[src/rtl/core_fru_pkg.sv]
// core_fru_pkg: shared encodings for the forwarding-resolution unit.
//   - operand-mux select codes consumed by core_oprandmux
//   - operand-B source codes produced by the decoder
//   - informational FSM state type
package core_fru_pkg;

  // Operand A mux select codes
  localparam logic [1:0] CORE_OPMUX_A_RA  = 2'd0;
  localparam logic [1:0] CORE_OPMUX_A_PC  = 2'd1;
  localparam logic [1:0] CORE_OPMUX_A_WB  = 2'd2;

  // Operand B mux select codes
  localparam logic [1:0] CORE_OPMUX_B_RB  = 2'd0;
  localparam logic [1:0] CORE_OPMUX_B_PC  = 2'd1;
  localparam logic [1:0] CORE_OPMUX_B_IMM = 2'd2;
  localparam logic [1:0] CORE_OPMUX_B_WB  = 2'd3;

  // Decoder operand-B source codes
  localparam logic [1:0] B_SRC_REG  = 2'd0;
  localparam logic [1:0] B_SRC_PC   = 2'd1;
  localparam logic [1:0] B_SRC_IMM  = 2'd2;
  localparam logic [1:0] B_SRC_NONE = 2'd3;

  typedef enum logic [0:0] {
    StRun   = 1'b0,
    StStall = 1'b1
  } fru_state_e;

endpackage

[src/rtl/core_fru_if.sv]
// core_fru_if: ID-stage request and forwarding-control response bundle.
//   master: decoder side (drives id_*, flush, cnt_clr; receives sel/stall/issue/count)
//   slave : core_fru side
interface core_fru_if #(
  parameter int unsigned REG_AW = 5,
  parameter int unsigned CNT_W  = 16
);
  logic              id_valid;
  logic [REG_AW-1:0] id_rs_a;
  logic              id_use_a;
  logic              id_a_pc;
  logic [REG_AW-1:0] id_rs_b;
  logic [1:0]        id_b_src;
  logic [REG_AW-1:0] id_rd;
  logic              id_wr;
  logic              flush;
  logic              cnt_clr;
  logic [1:0]        sel_a;
  logic [1:0]        sel_b;
  logic              stall;
  logic              issue;
  logic [CNT_W-1:0]  stall_cnt;

  modport master (
    output id_valid, id_rs_a, id_use_a, id_a_pc, id_rs_b, id_b_src, id_rd, id_wr,
    output flush, cnt_clr,
    input  sel_a, sel_b, stall, issue, stall_cnt
  );

  modport slave (
    input  id_valid, id_rs_a, id_use_a, id_a_pc, id_rs_b, id_b_src, id_rd, id_wr,
    input  flush, cnt_clr,
    output sel_a, sel_b, stall, issue, stall_cnt
  );
endinterface

[src/rtl/core_fru_match.sv]
// core_fru_match: compares one source register against the 3-entry scoreboard.
//   i_rs      source register index
//   i_need    operand actually reads i_rs
//   i_sb_v    entry valid bits, [0]=EX [1]=MEM [2]=WB
//   i_sb_rd   entry destination registers
//   o_hazard  producer still in EX or MEM
//   o_wb_hit  producer in WB and no hazard, forward wb_data
module core_fru_match #(
  parameter int unsigned REG_AW = 5
) (
  input  logic [REG_AW-1:0]      i_rs,
  input  logic                   i_need,
  input  logic [2:0]             i_sb_v,
  input  logic [2:0][REG_AW-1:0] i_sb_rd,
  output logic                   o_hazard,
  output logic                   o_wb_hit
);

  logic       w_req;
  logic [2:0] w_hit;

  // r0 is hardwired zero, so it never has a producer worth waiting for
  assign w_req = i_need && (i_rs != '0);

  always_comb begin
    for (int k = 0; k < 3; k++) begin
      w_hit[k] = i_sb_v[k] && (i_sb_rd[k] == i_rs);
    end
  end

  // A younger in-flight producer shadows an older WB one
  assign o_hazard = w_req & (w_hit[0] | w_hit[1]);
  assign o_wb_hit = w_req & w_hit[2] & ~o_hazard;

endmodule

[src/rtl/core_fru.sv]
// core_fru: forwarding-resolution unit between the decoder and core_oprandmux.
//   clk, rst      core clock, asynchronous active-high reset
//   bus (slave)   ID request in; sel_a/sel_b/stall/issue/stall_cnt out
// Tracks in-flight destinations through EX/MEM/WB; WB producers are forwarded,
// EX/MEM producers stall ID. Outputs are combinational from ID inputs and the scoreboard.
module core_fru
  import core_fru_pkg::*;
#(
  parameter int unsigned REG_AW = 5,
  parameter int unsigned CNT_W  = 16
) (
  input  logic         clk,
  input  logic         rst,
  core_fru_if.slave    bus
);

  logic [2:0]             r_sb_v;
  logic [2:0][REG_AW-1:0] r_sb_rd;
  logic [CNT_W-1:0]       r_cnt;
  fru_state_e             r_fsm, w_fsm_d;

  logic w_need_a, w_need_b;
  logic w_haz_a, w_haz_b, w_wb_a, w_wb_b;
  logic w_stall, w_issue;

  assign w_need_a = bus.id_use_a & ~bus.id_a_pc;
  assign w_need_b = (bus.id_b_src == B_SRC_REG);

  core_fru_match #(.REG_AW(REG_AW)) u_match_a (
    .i_rs     (bus.id_rs_a),
    .i_need   (w_need_a),
    .i_sb_v   (r_sb_v),
    .i_sb_rd  (r_sb_rd),
    .o_hazard (w_haz_a),
    .o_wb_hit (w_wb_a)
  );

  core_fru_match #(.REG_AW(REG_AW)) u_match_b (
    .i_rs     (bus.id_rs_b),
    .i_need   (w_need_b),
    .i_sb_v   (r_sb_v),
    .i_sb_rd  (r_sb_rd),
    .o_hazard (w_haz_b),
    .o_wb_hit (w_wb_b)
  );

  // Either hazard holds the whole instruction; no partial issue
  assign w_stall = bus.id_valid & ~bus.flush & (w_haz_a | w_haz_b);
  assign w_issue = bus.id_valid & ~bus.flush & ~w_stall;

  always_comb begin
    bus.sel_a = CORE_OPMUX_A_RA;
    if (bus.id_a_pc)  bus.sel_a = CORE_OPMUX_A_PC;
    else if (w_wb_a)  bus.sel_a = CORE_OPMUX_A_WB;
  end

  always_comb begin
    bus.sel_b = CORE_OPMUX_B_RB;
    unique case (bus.id_b_src)
      B_SRC_PC:   bus.sel_b = CORE_OPMUX_B_PC;
      B_SRC_IMM:  bus.sel_b = CORE_OPMUX_B_IMM;
      B_SRC_NONE: bus.sel_b = CORE_OPMUX_B_RB;
      default:    bus.sel_b = w_wb_b ? CORE_OPMUX_B_WB : CORE_OPMUX_B_RB;
    endcase
  end

  assign bus.stall     = w_stall;
  assign bus.issue     = w_issue;
  assign bus.stall_cnt = r_cnt;

  // Scoreboard shift; non-issuing cycles enter as bubbles, flush empties it
  always_ff @(posedge clk or posedge rst) begin
    if (rst) begin
      r_sb_v  <= '0;
      r_sb_rd <= '0;
    end else if (bus.flush) begin
      r_sb_v  <= '0;
    end else begin
      r_sb_v  <= {r_sb_v[1:0], w_issue & bus.id_wr & (bus.id_rd != '0)};
      r_sb_rd <= {r_sb_rd[1:0], bus.id_rd};
    end
  end

  always_ff @(posedge clk or posedge rst) begin
    if (rst) begin
      r_cnt <= '0;
    end else if (bus.cnt_clr) begin
      r_cnt <= '0;
    end else if (w_stall && (r_cnt != '1)) begin
      r_cnt <= r_cnt + CNT_W'(1);
    end
  end

  // Debug-only state; mirrors whether ID is currently held
  always_comb begin
    w_fsm_d = r_fsm;
    unique case (r_fsm)
      StRun:   if (w_stall) w_fsm_d = StStall;
      StStall: if (bus.flush || !w_stall) w_fsm_d = StRun;
      default: w_fsm_d = StRun;
    endcase
  end

  always_ff @(posedge clk or posedge rst) begin
    if (rst) r_fsm <= StRun;
    else     r_fsm <= w_fsm_d;
  end

endmodule
[src/flat_wrapper.sv]
// flat-port wrapper written by rule: the top's interface ports become plain ports
module core_fru_flat import core_fru_pkg::*;
#(
  parameter int unsigned REG_AW = 5,
  parameter int unsigned CNT_W  = 16
)
  (clk, rst, bus_id_valid, bus_id_rs_a, bus_id_use_a, bus_id_a_pc, bus_id_rs_b, bus_id_b_src, bus_id_rd, bus_id_wr, bus_flush, bus_cnt_clr, bus_sel_a, bus_sel_b, bus_stall, bus_issue, bus_stall_cnt);
  core_fru_if #(.REG_AW(REG_AW), .CNT_W(CNT_W)) bus_i ();
  input  logic clk;
  input  logic rst;
  input wire logic [$bits(bus_i.id_valid)-1:0] bus_id_valid;
  input wire logic [$bits(bus_i.id_rs_a)-1:0] bus_id_rs_a;
  input wire logic [$bits(bus_i.id_use_a)-1:0] bus_id_use_a;
  input wire logic [$bits(bus_i.id_a_pc)-1:0] bus_id_a_pc;
  input wire logic [$bits(bus_i.id_rs_b)-1:0] bus_id_rs_b;
  input wire logic [$bits(bus_i.id_b_src)-1:0] bus_id_b_src;
  input wire logic [$bits(bus_i.id_rd)-1:0] bus_id_rd;
  input wire logic [$bits(bus_i.id_wr)-1:0] bus_id_wr;
  input wire logic [$bits(bus_i.flush)-1:0] bus_flush;
  input wire logic [$bits(bus_i.cnt_clr)-1:0] bus_cnt_clr;
  output wire logic [$bits(bus_i.sel_a)-1:0] bus_sel_a;
  output wire logic [$bits(bus_i.sel_b)-1:0] bus_sel_b;
  output wire logic [$bits(bus_i.stall)-1:0] bus_stall;
  output wire logic [$bits(bus_i.issue)-1:0] bus_issue;
  output wire logic [$bits(bus_i.stall_cnt)-1:0] bus_stall_cnt;
  assign bus_i.id_valid = bus_id_valid;
  assign bus_i.id_rs_a = bus_id_rs_a;
  assign bus_i.id_use_a = bus_id_use_a;
  assign bus_i.id_a_pc = bus_id_a_pc;
  assign bus_i.id_rs_b = bus_id_rs_b;
  assign bus_i.id_b_src = bus_id_b_src;
  assign bus_i.id_rd = bus_id_rd;
  assign bus_i.id_wr = bus_id_wr;
  assign bus_i.flush = bus_flush;
  assign bus_i.cnt_clr = bus_cnt_clr;
  assign bus_sel_a = bus_i.sel_a;
  assign bus_sel_b = bus_i.sel_b;
  assign bus_stall = bus_i.stall;
  assign bus_issue = bus_i.issue;
  assign bus_stall_cnt = bus_i.stall_cnt;
  core_fru #(.REG_AW(REG_AW), .CNT_W(CNT_W)) u_core (.clk(clk), .rst(rst), .bus(bus_i));
endmodule
[config.mk]
export PLATFORM = sky130hd
export DESIGN_NAME = core_fru_flat
export DESIGN_NICKNAME = d
export VERILOG_FILES = /design/src/rtl/core_fru_pkg.sv /design/src/rtl/core_fru_if.sv /design/src/rtl/core_fru_match.sv /design/src/rtl/core_fru.sv /design/src/flat_wrapper.sv
export SDC_FILE = /design/constraint.sdc
export NUM_CORES = 1
export LEC_CHECK = 0
export CORE_MARGIN = 1.5
export CORE_UTILIZATION = 45
export DETAILED_ROUTE_END_ITERATION = 16
export GPL_TIMING_DRIVEN = 0
export PLACE_DENSITY = 0.77
export SLEW_MARGIN = 20
export SYNTH_ARGS = -nofsm -noshare
export SYNTH_HDL_FRONTEND = slang
export SYNTH_SLANG_ARGS = --single-unit
[constraint.sdc]
create_clock -name clk -period 2.6 [get_ports clk]
set_input_delay 0.39 -clock clk [delete_from_list [all_inputs] [get_ports clk]]
set_output_delay 0.39 -clock clk [all_outputs]
set_load 0.05 [all_outputs]
* Yosys cells after proc, flatten, opt, wreduce, memory -nomap -nowiden
Cells that the tools add are included.
Widths: inputs -> output; s select.
** Operators by class
- Bitwise gates (word level) :: 20
- Muxes and demuxes :: 7
- Reductions and logical operators :: 14
- Equal/unequal tests :: 10
- Add/subtract/negate cells :: 1
** Operators by type and width (number)
- $mux 16 :: 2
- $eq 5x5->1 :: 6
- $add 16x1->16 const B :: 1
- $ne 16x16->1 const B :: 1
- $reduce_bool 5->1 :: 3
- $and 1x1->1 :: 12
- $logic_and 1x1->1 :: 9
- $mux 2 :: 3
- $pmux 2 s3 :: 1
- $not 1->1 :: 5
- $eq 2x2->1 const B :: 2
- $mux 3 :: 1
- $or 1x1->1 :: 3
- $eq 2x1->1 const B :: 1
- $logic_not 2->1 :: 1
- $reduce_bool 2->1 :: 1
** Word-level totals
- Word-level logic and storage cells :: 57
- Bits in registers :: 34
- Output and inout port bits :: 22

* Depth between registers and ports, before layout
- Depth in word-level cells :: 11
- Gate-level depth with buffers :: 8
- Gate-level depth less buffers :: 6

* By module
From an unflattened synthesis, not the netlist that was laid out.
** Unflattened totals
- Cell total of the unflattened synthesis :: 208
- Area total of the unflattened synthesis :: 2102.0 um^2
** Modules (own cells, without submodules)
- core_fru :: instances 1, cells an instance 156, area each 1709.1 um^2
- core_fru_match :: instances 2, cells an instance 26, area each 196.4 um^2

* Worst setup path before layout
Ideal clock, no wire load.
- Path type :: input -> output
- Start :: input port bus_id_rs_a[0]
- End :: output port bus_issue
- Buffers on the path :: 0
- Arrival :: 2.042 ns
- Required time :: 2.210 ns
- Cell stages on the path :: 5
- Setup slack :: 0.168 ns
- Cells stage by stage :: or4_1 > nor2_1 > nor3b_2 > a22o_1 > nor2_1
** Between the ends
- Cells in the longest elaborated chain, start to end :: 8
- Elaborated cells on any way between the ends :: 12
- Those cells by class :: eq/ne: 2; bitwise: 6; reduce/logical: 4
** RTL lines
- start: declaration :: RTL line flat_wrapper.sv:12 : input wire logic [$bits(bus_i.id_rs_a)-1:0] bus_id_rs_a;
- $eq 5x5->1 :: RTL line core_fru_match.sv:27 : w_hit[k] = i_sb_v[k] && (i_sb_rd[k] == i_rs);
- $logic_and 1x1->1 :: RTL line core_fru_match.sv:27
- $or 1x1->1 :: RTL line core_fru_match.sv:32 : assign o_hazard = w_req & (w_hit[0] | w_hit[1]);
- $and 1x1->1 (*) :: RTL line core_fru_match.sv:32
- $or 1x1->1 (*) :: RTL line core_fru.sv:48 : assign w_stall = bus.id_valid & ~bus.flush & (w_haz_a | w_haz_b);
- $and 1x1->1 (*) :: RTL line core_fru.sv:48
- $not 1->1 (*) :: RTL line core_fru.sv:49 : assign w_issue = bus.id_valid & ~bus.flush & ~w_stall;
- $and 1x1->1 (*) :: RTL line core_fru.sv:49
- end: declaration :: RTL line flat_wrapper.sv:24 : output wire logic [$bits(bus_i.issue)-1:0] bus_issue;
Every way passes the cells marked *; elsewhere a longest branch is shown, timed or not.

* Worst setup path after layout
- Start :: input port bus_id_rs_a[1]
- End :: output port bus_stall
** Between the ends
- Cells in the longest elaborated chain, start to end :: 6
- Elaborated cells on any way between the ends :: 10
- Those cells by class :: eq/ne: 2; bitwise: 4; reduce/logical: 4
** RTL lines
- $eq 5x5->1 :: RTL line core_fru_match.sv:27
- $logic_and 1x1->1 :: RTL line core_fru_match.sv:27
- $or 1x1->1 :: RTL line core_fru_match.sv:32
- $and 1x1->1 (*) :: RTL line core_fru_match.sv:32
- $or 1x1->1 (*) :: RTL line core_fru.sv:48
- $and 1x1->1 (*) :: RTL line core_fru.sv:48
- end: declaration :: RTL line flat_wrapper.sv:23 : output wire logic [$bits(bus_i.stall)-1:0] bus_stall;
Marks and branches as above.

==> results.ini <==
[sta]
finalCritPeriodShare_pct=97.75
tightest_slew_ns=0.7200
setup_viol_count_final=0
hold_slack_ns=0.5307
fin_ws_ns=0.05851
clock_skew_ns=0.009848
relSlewSlack_pct=51.93
period_needed_ns=2.541
fmax_mhz=393.5
hold_viol_final=0
slew_violations=0

[layout]
n_antenna_cell=0
drive_gt1_share_pct=22.09
nFillCells=398
finalNetCount=283
area_delta_synth_final_pct=29.95
fin_cells=310
postLayoutCellArea_um2=2741

[synth]
ys_seq_elements=34
syn-num-nets=227
syn_avg_cell_area_um2=10.50
ys_warn_count=0
synthesis.area_um2=2110
synth_edf_count=0
synth_top_cell_area_share_pct=40.33
synth.area.top_cells=dfrtp_1, xnor2_1, mux2_2
yosysMostFrequentCell=dfrtp_1
synth-seq-area-share_pct=40.33
synth_commonest_cells=dfrtp_1, xnor2_1, mux2_2
synthCells=201
synth_top_area_cell=dfrtp_1
synthArstFlopShare_pct=100.0
synthDistinctLibCells=43
synthFlopType=dfrtp_1

[grt]
grt-ovfl-total=0
grt_pass1_wl_um=8618
grt_max_degree=35
track_usage_pct=21.74
grt_pass1_vias=1792
antenna_found_initial=0

[critical_path]
cp.arrival_ns=2.15
r2r_cells=8
crit_type=input port to primary output
required_ns=2.21
worst_setup_path_start_kind=input port
critPathCaptureType=primary output
cp_max_fo=10

[floorplan]
num_rows=24
top_level_ports=47
initial_core_util_pct=47.47
core_um2=4444
fp.dieW_um=71.47
die_h_um=71.47
dieArea_um2=5107

[cts]
clkTransAtPathRegs_ns=0.07
numCtsBuffers=5
cts_root_buf=clkbuf_8
h-tree-depth=2
cts_tree=done
clockBufferDepth=2
cts.sink_count=34
hold_buffers=0
worst_skew_pair.late_latency_ns=0.29

[pwr]
leakage_uw=0.001094
power.density_nw_per_um2=461.8
ir_drop_mv=0.2926
power_uw=1266

[placement]
dp_slack_ns=-0.9942
place_inst=298
dpl.hpwl_um=3758
place_area_um2=2625
place_congestion=0.8530
io_buffers=45

[run]
cap_viol_max_count=0

[routing]
drtPass1Iterations=6
drc=0
wl_um=5282
post_drt_wl_per_cell_um=17.04
vias=1778
avgViaCountPerCell=5.735
ant_nets=0
first_iter_violations=106

[run_status]
status=finished, final reports clean

[worst_hold_path]
hold_path.class=input port to async pin

-- worst paths after layout --
kind / startpoint / end / slack, ns
max in group asynchronous: rst / u_core.r_sb_rd[4]$_DFFE_PP0N_ / 1.60
min in group clk: u_core.r_sb_v[0]$_DFF_PP0_ / u_core.r_sb_v[1]$_DFF_PP0_ / 0.53
setup / recovery: bus_id_rs_a[1] / bus_stall / 0.06
setup reg to reg: u_core.r_sb_rd[7]$_DFFE_PP0N_ / u_core.bus.stall_cnt[6]$_DFFE_PP0P_ / 0.33
hold reg to reg: u_core.r_sb_v[0]$_DFF_PP0_ / u_core.r_sb_v[1]$_DFF_PP0_ / 0.53
hold / removal: rst / u_core.bus.stall_cnt[12]$_DFFE_PP0P_ / 0.53
-- flip-flops by register name, summed over array words and instances (netlist names) --
register	cells
u_core.bus.stall_cnt	16
u_core.r_sb_rd	15
u_core.r_sb_v	3
-- area by class of cell --
class | count | area (um^2) | area share [%]
clock inverter | 1 | 5.005 | 0.1826
timing repair buffer | 49 | 457.9 | 16.70
buffer | 10 | 65.06 | 2.373
multi-input combinational | 154 | 1200 | 43.77
sequential | 34 | 850.8 | 31.04
clock buffer | 7 | 86.33 | 3.149
inverter | 3 | 11.26 | 0.4108
tap | 52 | 65.06 | 2.373
-- cell usage in the layout, fill, tap and decap left out, types with 3 or more instances in the layout --
cell / Yosys / layout
o31ai_1: 9 / 9
nand4_1: 6 / 6
xnor2_1: 22 / 22
nand2_1: 9 / 9
nand3_1: 9 / 9
buf_6: 3 / 3
mux2_2: 16 / 16
xor2_1: 8 / 8
clkdlybuf4s50_1: 0 / 30
clkbuf_2: 0 / 3
dlygate4sd2_1: 0 / 4
dfrtp_1: 34 / 34
dlymetal6s2s_1: 0 / 3
mux2_4: 4 / 4
nor3_1: 4 / 4
nor4_1: 3 / 3
nor2_1: 9 / 8
a21oi_1: 11 / 11
or4_1: 10 / 9
buf_4: 1 / 7
clkbuf_1: 4 / 5
nor2b_1: 7 / 7
clkbuf_8: 0 / 6
-- cells by family (layout without fill, tap and decap cells) --
logic type      after synthesis  in the layout  share of synthesized area (%)
mux                          20             20                          11.39
buf+inv                      13             70                          3.617
compound gates               32             32                          11.27
fa+ha+maj                     1              1                         0.5930
xor+xnor                     30             30                          12.46
simple gates                 71             71                          20.34
flops                        34             34                          40.33
-- routing by layer --
metal	wire, um	up-vias	GRT usage (%)	share of wire (%)
li1	-	848	-	-
met1	2420	868	30.92	46
met2	2533	50	33.54	48
met3	229	12	3.657	4.3
met4	99	0	8.176	1.9
met5	0	-	0	0
-- what timing repair did --
item,in CTS,in global routing
cloned,0,0
resized for setup,34,14
setup buffers,2,2
endpoints found under the setup margin,5,4
pin swaps,3,2
-- per-stage QoR --
| stage | TNS, ns | util, % |
|---|---|---|
| 2_1_floorplan | 0 | - |
| 3_3_place_gp | -4.901 | 59.07 |
| 3_5_place_dp | -5.515 | 59.07 |
| 4_1_cts | -0.03650 | 61.09 |
| 5_1_grt | -0.00007261 | 61.68 |
| 6_report | 0 | 61.68 |
-- where the power goes --
part | switching (uW) | internal [uW] | leakage (uW) | total, uW
clock network | 200 | 214 | 0.0000482 | 413
logic | 112 | 128 | 0.000605 | 240
registers | 47.7 | 565 | 0.000441 | 613
total | 360 | 906 | 0.00109 | 1270
-- worst max-delay path, cell delays in order --
cell and delay, ns:
clkdlybuf4s15_1 0.33, xnor2_1 0.24, nand4_1 0.15, o22ai_2 0.31, a22oi_4 0.13, buf_6 0.15, buf_6 0.13, nor2_1 0.11
buf_4 0.21
Note: power is estimated with default switching activity, not from simulation.
